**src/rtl/pci_burst_write_sequencer.sv**
```systemverilog
// PCI master write sequencer: address phase, data phases, target termination and master abort.
// Optional PAR/PAR_OE outputs are built when PCI_PARITY_EN is defined.
module pci_burst_write_sequencer #(
  parameter int LINE_WORDS     = 4,
  parameter int DEVSEL_TIMEOUT = 5
) (
  input  logic        PCICLK,
  input  logic        nRESET,
  input  logic        START,
  input  logic [31:0] ADDR,
  input  logic        LINE,
  input  logic [31:0] BUF_DATA,
  input  logic        BUF_VALID,
  output logic        BUF_POP,
  input  logic        nTRDY,
  input  logic        nSTOP,
  input  logic        nDEVSEL,
  output logic [31:0] AD_OUT,
  output logic [3:0]  CBE_OUT,
  output logic        AD_OE,
  output logic        nFRAME,
  output logic        nIRDY,
  output logic        BUSY,
  output logic        DONE,
  output logic        RETRY,
  output logic        ABORT
`ifdef PCI_PARITY_EN
  ,
  output logic        PAR,
  output logic        PAR_OE
`endif
);

  localparam int CW = $clog2(LINE_WORDS) + 1;
  localparam int TW = $clog2(DEVSEL_TIMEOUT + 1);

  typedef enum logic [2:0] {
    S_IDLE,
    S_ADDR,
    S_DATA,
    S_END,
    S_TURN
  } state_t;

  typedef enum logic [1:0] {
    RES_DONE,
    RES_RETRY,
    RES_ABORT
  } result_t;

  state_t          r_state;
  state_t          w_state_next;
  result_t         r_result;
  result_t         w_result_next;
  logic [31:0]     r_addr;
  logic [31:0]     w_addr_next;
  logic [CW-1:0]   r_remaining;
  logic [CW-1:0]   w_remaining_next;
  logic [CW-1:0]   r_xfers;
  logic [CW-1:0]   w_xfers_next;
  logic [TW-1:0]   r_dev_cnt;
  logic [TW-1:0]   w_dev_cnt_next;
  logic [TW-1:0]   w_dev_inc;
  logic            r_irdy_held;
  logic            w_irdy_held_next;

  logic            w_irdy;
  logic            w_last;
  logic            w_abort;
  logic            w_xfer;

  // IRDY# asserts as soon as the buffer has a word and is then held until the word moves.
  assign w_irdy    = (r_state == S_DATA) && (r_irdy_held || BUF_VALID);
  assign w_last    = w_irdy && (r_remaining == CW'(1));
  assign w_dev_inc = (r_dev_cnt == TW'(DEVSEL_TIMEOUT)) ? r_dev_cnt : r_dev_cnt + TW'(1);
  assign w_abort   = (r_state == S_DATA) && nDEVSEL && (w_dev_inc == TW'(DEVSEL_TIMEOUT));
  assign w_xfer    = w_irdy && !nTRDY && !w_abort;

  always_ff @(posedge PCICLK) begin
    if (!nRESET) begin
      r_state     <= S_IDLE;
      r_result    <= RES_DONE;
      r_addr      <= '0;
      r_remaining <= '0;
      r_xfers     <= '0;
      r_dev_cnt   <= '0;
      r_irdy_held <= 1'b0;
    end else begin
      r_state     <= w_state_next;
      r_result    <= w_result_next;
      r_addr      <= w_addr_next;
      r_remaining <= w_remaining_next;
      r_xfers     <= w_xfers_next;
      r_dev_cnt   <= w_dev_cnt_next;
      r_irdy_held <= w_irdy_held_next;
    end
  end

  always_comb begin
    w_state_next     = r_state;
    w_result_next    = r_result;
    w_addr_next      = r_addr;
    w_remaining_next = r_remaining;
    w_xfers_next     = r_xfers;
    w_dev_cnt_next   = r_dev_cnt;
    w_irdy_held_next = r_irdy_held;

    AD_OUT  = 32'h0;
    CBE_OUT = 4'b0000;
    AD_OE   = 1'b0;
    nFRAME  = 1'b1;
    nIRDY   = 1'b1;
    BUF_POP = 1'b0;
    DONE    = 1'b0;
    RETRY   = 1'b0;
    ABORT   = 1'b0;
    BUSY    = (r_state != S_IDLE);

    unique case (r_state)
      S_IDLE: begin
        if (START) begin
          w_state_next     = S_ADDR;
          w_addr_next      = ADDR;
          w_remaining_next = LINE ? CW'(LINE_WORDS) : CW'(1);
          w_xfers_next     = '0;
          w_irdy_held_next = 1'b0;
        end
      end

      S_ADDR: begin
        nFRAME         = 1'b0;
        AD_OE          = 1'b1;
        AD_OUT         = r_addr;
        CBE_OUT        = 4'b0111;
        w_dev_cnt_next = '0;
        w_state_next   = S_DATA;
      end

      S_DATA: begin
        AD_OE   = 1'b1;
        AD_OUT  = BUF_DATA;
        CBE_OUT = 4'b0000;
        nIRDY   = !w_irdy;
        nFRAME  = w_last;
        BUF_POP = w_xfer;

        if (nDEVSEL) begin
          w_dev_cnt_next = w_dev_inc;
        end
        if (w_xfer) begin
          w_remaining_next = r_remaining - CW'(1);
          w_xfers_next     = r_xfers + CW'(1);
        end
        w_irdy_held_next = w_irdy && !w_xfer;

        // A final-word transfer wins over a simultaneous STOP#.
        if (w_abort) begin
          w_state_next  = S_END;
          w_result_next = RES_ABORT;
        end else if (w_xfer && (r_remaining == CW'(1))) begin
          w_state_next  = S_TURN;
          w_result_next = RES_DONE;
        end else if (!nSTOP) begin
          w_result_next = (w_xfer || (r_xfers != '0)) ? RES_DONE : RES_RETRY;
          w_state_next  = w_last ? S_TURN : S_END;
        end
      end

      S_END: begin
        AD_OE        = 1'b1;
        AD_OUT       = BUF_DATA;
        CBE_OUT      = 4'b0000;
        nFRAME       = 1'b1;
        nIRDY        = 1'b0;
        w_state_next = S_TURN;
      end

      S_TURN: begin
        DONE         = (r_result == RES_DONE);
        RETRY        = (r_result == RES_RETRY);
        ABORT        = (r_result == RES_ABORT);
        w_state_next = S_IDLE;
      end

      default: begin
        w_state_next = S_IDLE;
      end
    endcase
  end

`ifdef PCI_PARITY_EN
  logic r_par;
  logic r_par_oe;

  // PAR trails the AD/C/BE# phase it covers by one clock.
  always_ff @(posedge PCICLK) begin
    if (!nRESET) begin
      r_par    <= 1'b0;
      r_par_oe <= 1'b0;
    end else begin
      r_par    <= ^{AD_OUT, CBE_OUT};
      r_par_oe <= AD_OE;
    end
  end

  assign PAR    = r_par;
  assign PAR_OE = r_par_oe;
`endif

endmodule

```
**config.mk**
```make
export PLATFORM = sky130hd
export DESIGN_NAME = pci_burst_write_sequencer
export DESIGN_NICKNAME = d
export VERILOG_FILES = /design/src/rtl/pci_burst_write_sequencer.sv
export SDC_FILE = /design/constraint.sdc
export NUM_CORES = 1
export LEC_CHECK = 0
export BUFFER_PORTS_ARGS = -buffer_cell sky130_fd_sc_hd__buf_2
export CAP_MARGIN = 10
export CORE_ASPECT_RATIO = 0.5
export CORE_MARGIN = 1.5
export CORE_UTILIZATION = 48
export CTS_BUF_LIST = sky130_fd_sc_hd__clkbuf_4
export CTS_CLUSTER_SIZE = 24
export DETAILED_ROUTE_END_ITERATION = 10
export GPL_ROUTABILITY_DRIVEN = 0
export PLACE_DENSITY = 0.82
export SYNTH_ARGS = -nofsm -noshare
export SYNTH_HDL_FRONTEND = slang
export SYNTH_SLANG_ARGS = --single-unit
```
**constraint.sdc**
```tcl
create_clock -name PCICLK -period 2.9 [get_ports PCICLK]
set_clock_uncertainty 0.05 [all_clocks]
set_input_delay 0 -clock PCICLK [delete_from_list [all_inputs] [get_ports PCICLK]]
set_output_delay 0 -clock PCICLK [all_outputs]
set_load 0.05 [all_outputs]
```
; ---- Word-level counts from Yosys, hierarchy flattened
; Cells that the tools add are included.
[word_totals]
register_bits = 47
latchBits = 0
ram_bits = 0
mem_bits_ro = 0
in_bits = 72
output_inout_bits = 44
elab_cells = 83
n_memories = 0
[classes]
add_sub_neg = 3
multipliers = 0
div_mod_pow = 0
magnitude_cmp = 0
n_eq_ne = 14
n_shift = 0
n_mux = 31
bitwise = 0
reduce_logical = 28
[op_table]
columns = cell, count
row1 = case mux 32 bit (2 select lines), 1
row2 = 2-to-1 mux 3 bit, 13
row3 = case mux 3 bit (2 select lines), 3
row4 = case mux 3 bit (4 select lines), 1
row5 = AND reduction 2 bit, 5
row6 = equality test 3 bit (second input constant), 3
row7 = logical AND 1 bit, 8
row8 = 2-to-1 mux 1 bit, 7
row9 = adder 3 x 1 -> 3 bit (second input constant), 2
row10 = equality test 3 x 1 -> 1 bit (second input constant), 2
row11 = equality test 3 x 2 -> 1 bit (second input constant), 2
row12 = 2-to-1 mux 2 bit, 3
row13 = inequality test 2 bit (second input constant), 3
row14 = case mux 1 bit (2 select lines), 3
row15 = nonzero test 3 bit, 2
row16 = logical NOT 1 bit, 4
row17 = inequality test 4 x 3 -> 1 bit (second input constant), 1
row18 = nonzero test 2 bit, 2
row19 = logical NOT 3 bit, 1
row20 = inequality test 3 x 1 -> 1 bit (second input constant), 1
row21 = AND reduction 3 bit, 1
row22 = OR reduction 3 bit, 1
row23 = subtractor 3 x 1 -> 3 bit (second input constant), 1
row24 = equality test 2 x 1 -> 1 bit (second input constant), 1
row25 = other kinds (4), 5

; ---- Logic depth before layout (Yosys ltp)
; Gate-level depths: netlist of run 1.
[logic_depth]
word_depth = 11
depth_mapped = 8
depth_no_buf = 7

; ---- Worst setup path after synthesis of run 1
; Ideal clock, no wire load.
[synth_timing]
path_type = flip-flop to output port
from = register r_state[0]
to = output port AD_OUT[13]
arrival_time_ps = 2272
required_time_ps = 2850
setup_slack_ps = 578
stages_incl_launch_ff = 5
n_path_buf = 2
path_cell_list = dfxtp_1 -> buf_2 -> nor3b_1 -> clkbuf_1 -> a22o_1
[synth_between]
elab_chain_cells = 3
elab_cells_between_ends = 5
cone_classes = 3 x eq/ne / 1 x mux / 1 x reduce/logical
[synth_rtl]
columns = element, line
row1 = "start, declared", 51  ; state_t r_state;
row2 = "start signal, assigned", 89  ; r_state <= w_state_next;
row3 = equality test 3 x 2 -> 1 bit, 119  ; unique case (r_state)
row4 = OR reduction 2 bit (no source line), --
row5 = case mux 32 bit (2 select lines) *, 119
row6 = "end, declared", 18  ; output logic [31:0] AD_OUT,
; Mark *: on every way between the ends. The rest lies on a longest branch, timed or not.

; ---- Final worst setup path of run 1
[layout_timing]
from = register r_state[1]
to = output port BUF_POP
[layout_between]
elab_chain_cells = 6
elab_cells_between_ends = 8
cone_classes = 1 x eq/ne / 1 x mux / 6 x reduce/logical
[layout_rtl]
columns = element, line
row1 = equality test 3 x 2 -> 1 bit *, "73, 76, 119"
row2 = logical AND 1 bit (2 in series), 76  ; assign w_abort = (r_state == S_DATA) && nDEVSEL && (w_dev_inc == TW'(DEVSEL_TIMEOUT));
row3 = logical NOT 1 bit, 77  ; assign w_xfer = w_irdy && !nTRDY && !w_abort;
row4 = logical AND 1 bit, 77
row5 = 2-to-1 mux 1 bit *, 119
row6 = "end, declared", 14  ; output logic BUF_POP,
; Marks and branches as above.

==> results.cfg, run 1 <==
[setup_path]
cp-start-kind = flop
worstPathArrival_ns = 2.39
crit_fanout = 12
cp.required_ns = 2.85
end_kind = output port
path_class = flop to output port

[grt]
grt_pass1_wl_um = 10900
grt_antenna_before_repair = 0
grt_pass1_vias = 2524
grt_util_all_layers = 0.244
grt_max_degree = 37
grt.overflow.total = 0

[layout]
drive_above_1_share = 0.308
antennaDiodeCount = 0
nNetsFinal = 516
layout_common_cells = buf_2 (114), nand2_1 (74), dfxtp_1 (47)
syn_to_final_growth_pct = 40.3
final_common_cell = buf_2

[timing]
fin_crit_sh = 0.840
hold_slack_ns = 0.0321
rsz0062_at_grt = no
fmax_mhz = 410
tns_ns = 0
final-hold-violation-count = 0
drv_slew = 0
layout_min_cycle_time_ns = 2.44
setup_viol = 0

[placed_design]
port_buffers = 114
post-dp-hpwl_um = 4630

[clock_network]
clkLatencyLatePin_ns = 0.36
clk_pin_slew_ns = 0.14
cts_resized = 0
cts_buffers = 5
ctsHoldBuffers = 35
cts-htree-levels = 2
post_cts_buffers = 0
root_buffer = clkbuf_4
clk_path_buf_depth = 2
cts_tree = built
clkSinkCount = 47

[logic_synthesis]
async_reset_ff_frac = 0
ys_types = 45
ys_warn_count = 0
syn-num-nets = 380
synth_ff_type = dfxtp_1
synth_seq_area_share = 0.378
synth_seq_cells = 47
synth-edff-count = 0
synth.avg_cell_area_um2 = 8.23
netlist_area_mm2 = 0.00249
netlist_instances = 302

[drt]
vias = 2698
ant_nets = 0
viasPerCell = 5.30
drt-pass1-iter-count = 4
remaining_drc_errors = 0
drt-initial-drc-count = 99
wl_per_cell_um = 13.7
drt_wl_total_um = 7000

[floorplanning]
fp.dieW_um = 105
chipHeight_um = 53.9
core-area_mm2 = 0.00495
die-area_mm2 = 0.00565
pin_count = 116
rows = 18
initial_core_util = 0.502

[power]
vdd_drop_max_mv = 0.277
cellLeakagePower_uw = 0.00162
power_density_mw_per_mm2 = 507

[flow_run]
drv_cap = 0

[outcome]
status = finished, final reports clean

[min_path]
hp-class = input pin to flop
==> critical path, stage by stage, from the launching register on <==
cell	delay [ns]
dfxtp_1	0.47
or3b_1	0.54
or3_4	0.40
a21oi_4	0.28
buf_2	0.33
==> synth_stat cells (2+ instances only) <==
cell	number	share of area
buf_2	4	0.0081
clkbuf_1	18	0.027
nand2b_1	3	0.0075
a31oi_1	3	0.0075
nor3_1	3	0.0060
a21boi_0	32	0.097
o22ai_1	3	0.0075
ha_1	6	0.030
buf_4	3	0.0091
and3_1	2	0.0050
nand3b_1	2	0.0060
dfxtp_1	47	0.38
a21oi_1	4	0.0081
or3b_1	2	0.0070
a22o_1	32	0.11
nor2_1	6	0.0091
and2_1	3	0.0075
o21ai_1	3	0.0060
inv_1	7	0.011
o2bb2ai_1	2	0.0070
o21ai_0	5	0.010
nor2b_1	5	0.013
nor3b_1	6	0.018
a22oi_1	2	0.0060
nand2_1	74	0.11
nand3_1	5	0.010
o31ai_1	2	0.0060
==> layout make-up <==
cell class,instances,area (um2)
Fill cell,390,1470
Multi-Input combinational cell,221,1400
Timing Repair Buffer,156,973
Sequential cell,47,941
Tap cell,70,87.6
Clock buffer,6,45.0
Inverter,7,26.3
Clock inverter,2,12.5
==> through the flow <==
stage                util  worst slack (ns)  power, uW  std cells  instance area [um2]
finish              0.704             0.463       1770        509                 3490
global route        0.704             0.347       1870        509                 3490
CTS                 0.704             0.464       1770        509                 3490
detailed placement  0.621             0.654       1420        466                 3080
global placement    0.621             0.803       1400        466                 3080
floorplan               -             0.578       1250        302                 2490
==> cell families after synthesis <==
group | count (synthesis) | synth area share
AOI/OAI and AO/OA | 100 | 0.316
adders and majority gates | 6 | 0.0302
buffers and inverters | 34 | 0.0609
DFF | 47 | 0.378
muxes | 1 | 0.00403
other | 1 | 0.00151
and+or+nand+nor | 113 | 0.209
==> where the power goes <==
part	switching [uW]	internal, uW
Combinational	482	228
Sequential	39.2	700
Clock	214	103
Total	735	1030
==> worst paths after layout <==
check                            end  cells past startpoint                       from  slack, ns
max reg2reg  r_state[0]$_SDFFE_PN0P_                      7  r_dev_cnt[1]$_SDFFE_PN0P_       0.61
min reg2reg   r_addr[4]$_SDFFE_PN0P_                      2     r_addr[4]$_SDFFE_PN0P_       0.42
max                          BUF_POP                      4    r_state[1]$_SDFFE_PN0P_       0.46
min          r_state[2]$_SDFFE_PN0P_                      3                      START       0.03
==> metal layers <==
metal,part of all wire,up-vias,global-route usage
met5,0,-,0
met4,0.017,0,0.0936
met3,0.038,16,0.0472
met2,0.55,72,0.504
met1,0.40,1279,0.255
li1,-,1331,-
==> registers in the layout (all words and copies together), names as in the netlist <==
signal,count
r_addr,32
r_dev_cnt,3
r_irdy_held,1
r_remaining,3
r_result,2
r_state,3
r_xfers,3
No activity file was read; power rests on OpenSTA's default activity.
==> run 2: changes to the inputs <==
==> constraint.sdc (replaced) <==
create_clock -name PCICLK -period 2.5 [get_ports PCICLK]
set_clock_uncertainty 0.05 [all_clocks]
set_input_delay 0 -clock PCICLK [delete_from_list [all_inputs] [get_ports PCICLK]]
set_output_delay 0 -clock PCICLK [all_outputs]
set_load 0.05 [all_outputs]
==> run 2 against run 1 <==
Effect of this change: power rose by 14%; non-clock buffer count fell by 1; combinational power rose by 15%; clock power rose by 7.6%; largest cell class unchanged; clock-buffer cell count fell by 1; critical path type unchanged; register-to-register slack got worse by 0.35 ns; critical path depth did not move; via count did not move; final cell count fell by 0.39%.
==> results.cfg, run 2 (synthesis results as in run 1) <==
[drt]
remaining_drc_errors = 0
drt-initial-drc-count = 72
drt_wl_total_um = 6920
ant_nets = 0
wl_per_cell_um = 13.6
viasPerCell = 5.32
vias = 2698
drt-pass1-iter-count = 4

[placed_design]
port_buffers = 114
post-dp-hpwl_um = 4650
placed_cells = 466

[min_path]
holdPathEnd = r_remaining[2]$_SDFFE_PN0P_
hp-class = input pin to flop
min_from = nRESET
whs_path_depth = 3

[floorplanning]
rows = 18
chipHeight_um = 53.9
initial_core_util = 0.502
die-area_mm2 = 0.00565
fp.dieW_um = 105
pin_count = 116
core-area_mm2 = 0.00495

[grt]
grt_max_degree = 35
grt_pass1_vias = 2632
grt_antenna_before_repair = 0
grt.overflow.total = 0
grt_util_all_layers = 0.242
grt_pass1_wl_um = 10900

[timing]
setup_viol = 0
rsz0062_at_grt = no
hold_slack_ns = 0.0120
tns_ns = 0
final-hold-violation-count = 0
fin_crit_sh = 0.952
fmax_mhz = 420
layout_min_cycle_time_ns = 2.38
drv_slew = 0

[power]
power_density_mw_per_mm2 = 582
total_power_uw = 2020
vdd_drop_max_mv = 0.335
cellLeakagePower_uw = 0.00161

[layout]
multi_input_area_mm2 = 0.00140
drive_above_1_share = 0.304
area.sequential_um2 = 941
syn_to_final_growth_pct = 39.5
fillers = 396
layout_common_cells = buf_2 (113), nand2_1 (74), dfxtp_1 (47)
top_register = r_addr
final_common_cell = buf_2
fin_cells = 507
antennaDiodeCount = 0
largest_register_ffs = 32
nNetsFinal = 515

[setup_path]
end_kind = output port
crit_fanout = 12
cp.required_ns = 2.45
cp-start-kind = flop
regToRegStartpoint = r_dev_cnt[1]$_SDFFE_PN0P_
r2r_setup_slack_ns = 0.26
worstPathArrival_ns = 2.33
path_class = flop to output port
ff2ff_path_depth = 7
worstReg2RegEnd = r_state[0]$_SDFFE_PN0P_

[clock_network]
clk_pin_slew_ns = 0.13
cts_tree = built
cts-htree-levels = 2
cts_buffers = 5
clk_path_buf_depth = 2
post_cts_buffers = 0
root_buffer = clkbuf_4
clkLatencyLatePin_ns = 0.35
clkSinkCount = 47

[outcome]
status = finished, final reports clean

[flow_run]
drv_cap = 0
## run 2: power by group
part | switching [uW] | internal, uW | leakage, uW
registers | 44.6 | 812 | 0.000384
clock network | 240 | 100 | 0.0000285
logic | 557 | 263 | 0.00120
total | 842 | 1180 | 0.00161
## run 2: how the worst max path moves through the flow
stage	startpoint	endpoint	depth (start not counted)	slack, ns
floorplan	r_state[0]$_SDFFE_PN0P_	AD_OUT[13]	4	0.18
global placement	r_dev_cnt[1]$_SDFFE_PN0P_	r_state[0]$_SDFFE_PN0P_	7	0.41
detailed placement	r_dev_cnt[1]$_SDFFE_PN0P_	r_state[0]$_SDFFE_PN0P_	7	0.31
CTS	r_state[1]$_SDFFE_PN0P_	BUF_POP	4	0.1
global route	r_state[1]$_SDFFE_PN0P_	BUF_POP	4	0.003
finish	r_state[1]$_SDFFE_PN0P_	BUF_POP	4	0.12
## run 2: worst max-delay path: stages (launching register included)
cell	delay, ns
dfxtp_1	0.45
or3b_1	0.53
or3_4	0.40
a21oi_4	0.28
clkbuf_4	0.31
## run 2: timing repair
action                                 in CTS  in global routing
hold buffers                               34                  0
resized for setup                           0                  1
endpoints found under the hold margin      34                  0
setup endpoints to repair                   0                  1
## run 2: routing by layer
| metal | track usage | routed length, um |
|---|---|---|
| met2 | 0.485 | 3700 |
| met1 | 0.249 | 2740 |
| met3 | 0.0581 | 306 |
| met4 | 0.116 | 173 |
| met5 | 0 | 0 |
## run 2: final cells by class
cell class                 count  area share
sequential                    47       0.271
clock buffer                   5      0.0108
timing repair buffer         155       0.278
clock inverter                 2     0.00253
tap                           70      0.0253
inverter                       7     0.00758
multi-input combinational    221       0.404
## run 2: per-stage QoR
step / utilization / worst slack (ns) / area (um2)
after detailed placement: 0.621 / 0.309 / 3080
after floorplan: - / 0.178 / 2490
final: 0.700 / 0.121 / 3470
after global routing: 0.700 / 0.00325 / 3470
after global placement: 0.621 / 0.405 / 3080
after CTS: 0.699 / 0.0954 / 3470
==> run 3: changes to the inputs <==
--- a/config.mk
+++ b/config.mk
@@ -14,7 +14,7 @@
 export CTS_CLUSTER_SIZE = 24
 export DETAILED_ROUTE_END_ITERATION = 10
 export GPL_ROUTABILITY_DRIVEN = 0
-export PLACE_DENSITY = 0.82
+export PLACE_DENSITY = 0.8
 export SYNTH_ARGS = -nofsm -noshare
 export SYNTH_HDL_FRONTEND = slang
 export SYNTH_SLANG_ARGS = --single-unit
==> run 3 against run 2 <==
Effect of this change: combinational power grew 1%; flip-flop and latch count is the same; clock power grew 31%; sequential power about the same; clock-buffer cell count is the same.
==> results.cfg, run 3 (synthesis results as in run 1) <==
[layout]
antennaDiodeCount = 0
post-route-util = 0.709
layout_common_cells = buf_2 (114), nand2_1 (74), dfxtp_1 (47)
drive_above_1_share = 0.307
final_common_cell = buf_2
largest_register_ffs = 32
syn_to_final_growth_pct = 41.3
fillers = 415
top_register = r_addr
nNetsFinal = 517

[floorplanning]
die-area_mm2 = 0.00565
chipHeight_um = 53.9
initial_core_util = 0.502
rows = 18
fp.dieW_um = 105
core-area_mm2 = 0.00495
pin_count = 116

[clock_network]
clkLatencyLatePin_ns = 0.35
clk_path_buf_depth = 2
post_cts_buffers = 0
cts_resized = 0
cts-htree-levels = 2
root_buffer = clkbuf_4
cts_buffers = 5
clkSinkCount = 47
cts_tree = built
clk_pin_slew_ns = 0.13

[drt]
viasPerCell = 5.27
drt_wl_total_um = 7120
ant_nets = 0
vias = 2689
wl_per_cell_um = 14.0
remaining_drc_errors = 0
drt-pass1-iter-count = 4
drt-initial-drc-count = 80

[setup_path]
path_class = flop to output port
cp.required_ns = 2.45
crit_fanout = 12
crit_family = simple AND/OR/NAND/NOR gates
cpMaxStageDelayCell = or3b_1
cp-start-kind = flop
regToRegStartpoint = r_dev_cnt[1]$_SDFFE_PN0P_
worst-path-buf-inv = 1
worstPathArrival_ns = 2.36
critical_path.cell_chain = or3b_1 > or3_4 > a21oi_4 > buf_2
crit_start = r_state[1]$_SDFFE_PN0P_
critical_path.max_stage_delay_ns = 0.53
end_kind = output port

[power]
power_frac_comb = 0.389
vdd_drop_max_mv = 0.342
switching_power_uw = 846
internal_power_uw = 1290
switching_share = 0.397
power_density_mw_per_mm2 = 607
cellLeakagePower_uw = 0.00164
total_power_uw = 2130
p_clk_frac = 0.209
pwr-share-seq = 0.402

[timing]
setup_viol = 0
tns_ns = 0
layout_min_cycle_time_ns = 2.41
rsz0062_at_grt = no
fmax_mhz = 416
final-hold-violation-count = 0
fin_crit_sh = 0.962
drv_slew = 0

[placed_design]
post-dp-hpwl_um = 4630
port_buffers = 114

[grt]
grt_pass1_vias = 2564
grt_pass1_wl_um = 11000
grt_antenna_before_repair = 0
grt_util_all_layers = 0.244
grt_max_degree = 35
grt.overflow.total = 0

[min_path]
hp-class = input pin to flop
min_from = nSTOP

[flow_run]
drv_cap = 0

[outcome]
status = finished, final reports clean
run 3: cell type report:
cell class                      count  area, um2  share of cell area
Sequential cell                    47        941               0.268
Multi-Input combinational cell    221       1400               0.399
Clock buffer                        5       37.5              0.0107
Clock inverter                      3       38.8              0.0110
Inverter                            7       26.3             0.00748
Tap cell                           70       87.6              0.0249
Timing Repair Buffer              157        981               0.279
run 3: tightest hold or removal path, cell delays in order:
cell,delay (ns)
buf_2,0.11
o31ai_1,0.12
nor2_1,0.11
a221oi_1,0.07
run 3: power groups by stage:
| stage | clock, uW | sequential, uW | combinational (uW) |
|---|---|---|---|
| 3_5_place_dp | 0 | 872 | 776 |
| 6_report | 446 | 857 | 829 |
| 5_1_grt | 495 | 864 | 887 |
| 4_1_cts | 458 | 856 | 820 |
| 3_3_place_gp | 0 | 868 | 760 |
| 2_1_floorplan | 0 | 854 | 597 |
run 3: what timing repair did:
action	in CTS	in global routing
hold buffers	35	0
endpoints found under the hold margin	36	0
endpoints found under the setup margin	0	0
run 3: per-stage QoR:
step / setup WS [ns] / hold slack, ns / instance area, um2 / std cells
final: 0.0947 / 0.0475 / 3510 / 510
after detailed placement: 0.287 / 0.208 / 3090 / 467
after floorplan: 0.178 / 0.0949 / 2490 / 302
after global placement: 0.407 / 0.201 / 3090 / 467
after CTS: 0.100 / 0.0279 / 3510 / 510
after global routing: 0.00475 / 0.0494 / 3510 / 510
run 3: final timing paths:
check	endpoint	slack, ns	cells after the start
max	BUF_POP	0.09	4
min	r_state[0]$_SDFFE_PN0P_	0.05	4
max reg2reg	r_state[0]$_SDFFE_PN0P_	0.25	7
min reg2reg	r_addr[4]$_SDFFE_PN0P_	0.42	2
run 3: routing by layer:
layer | GRT usage | vias to the layer above | part of all wire
met5 | 0 | - | 0
met4 | 0.112 | 0 | 0.016
met3 | 0.0448 | 14 | 0.036
met2 | 0.502 | 80 | 0.54
met1 | 0.254 | 1263 | 0.41
li1 | - | 1332 | -
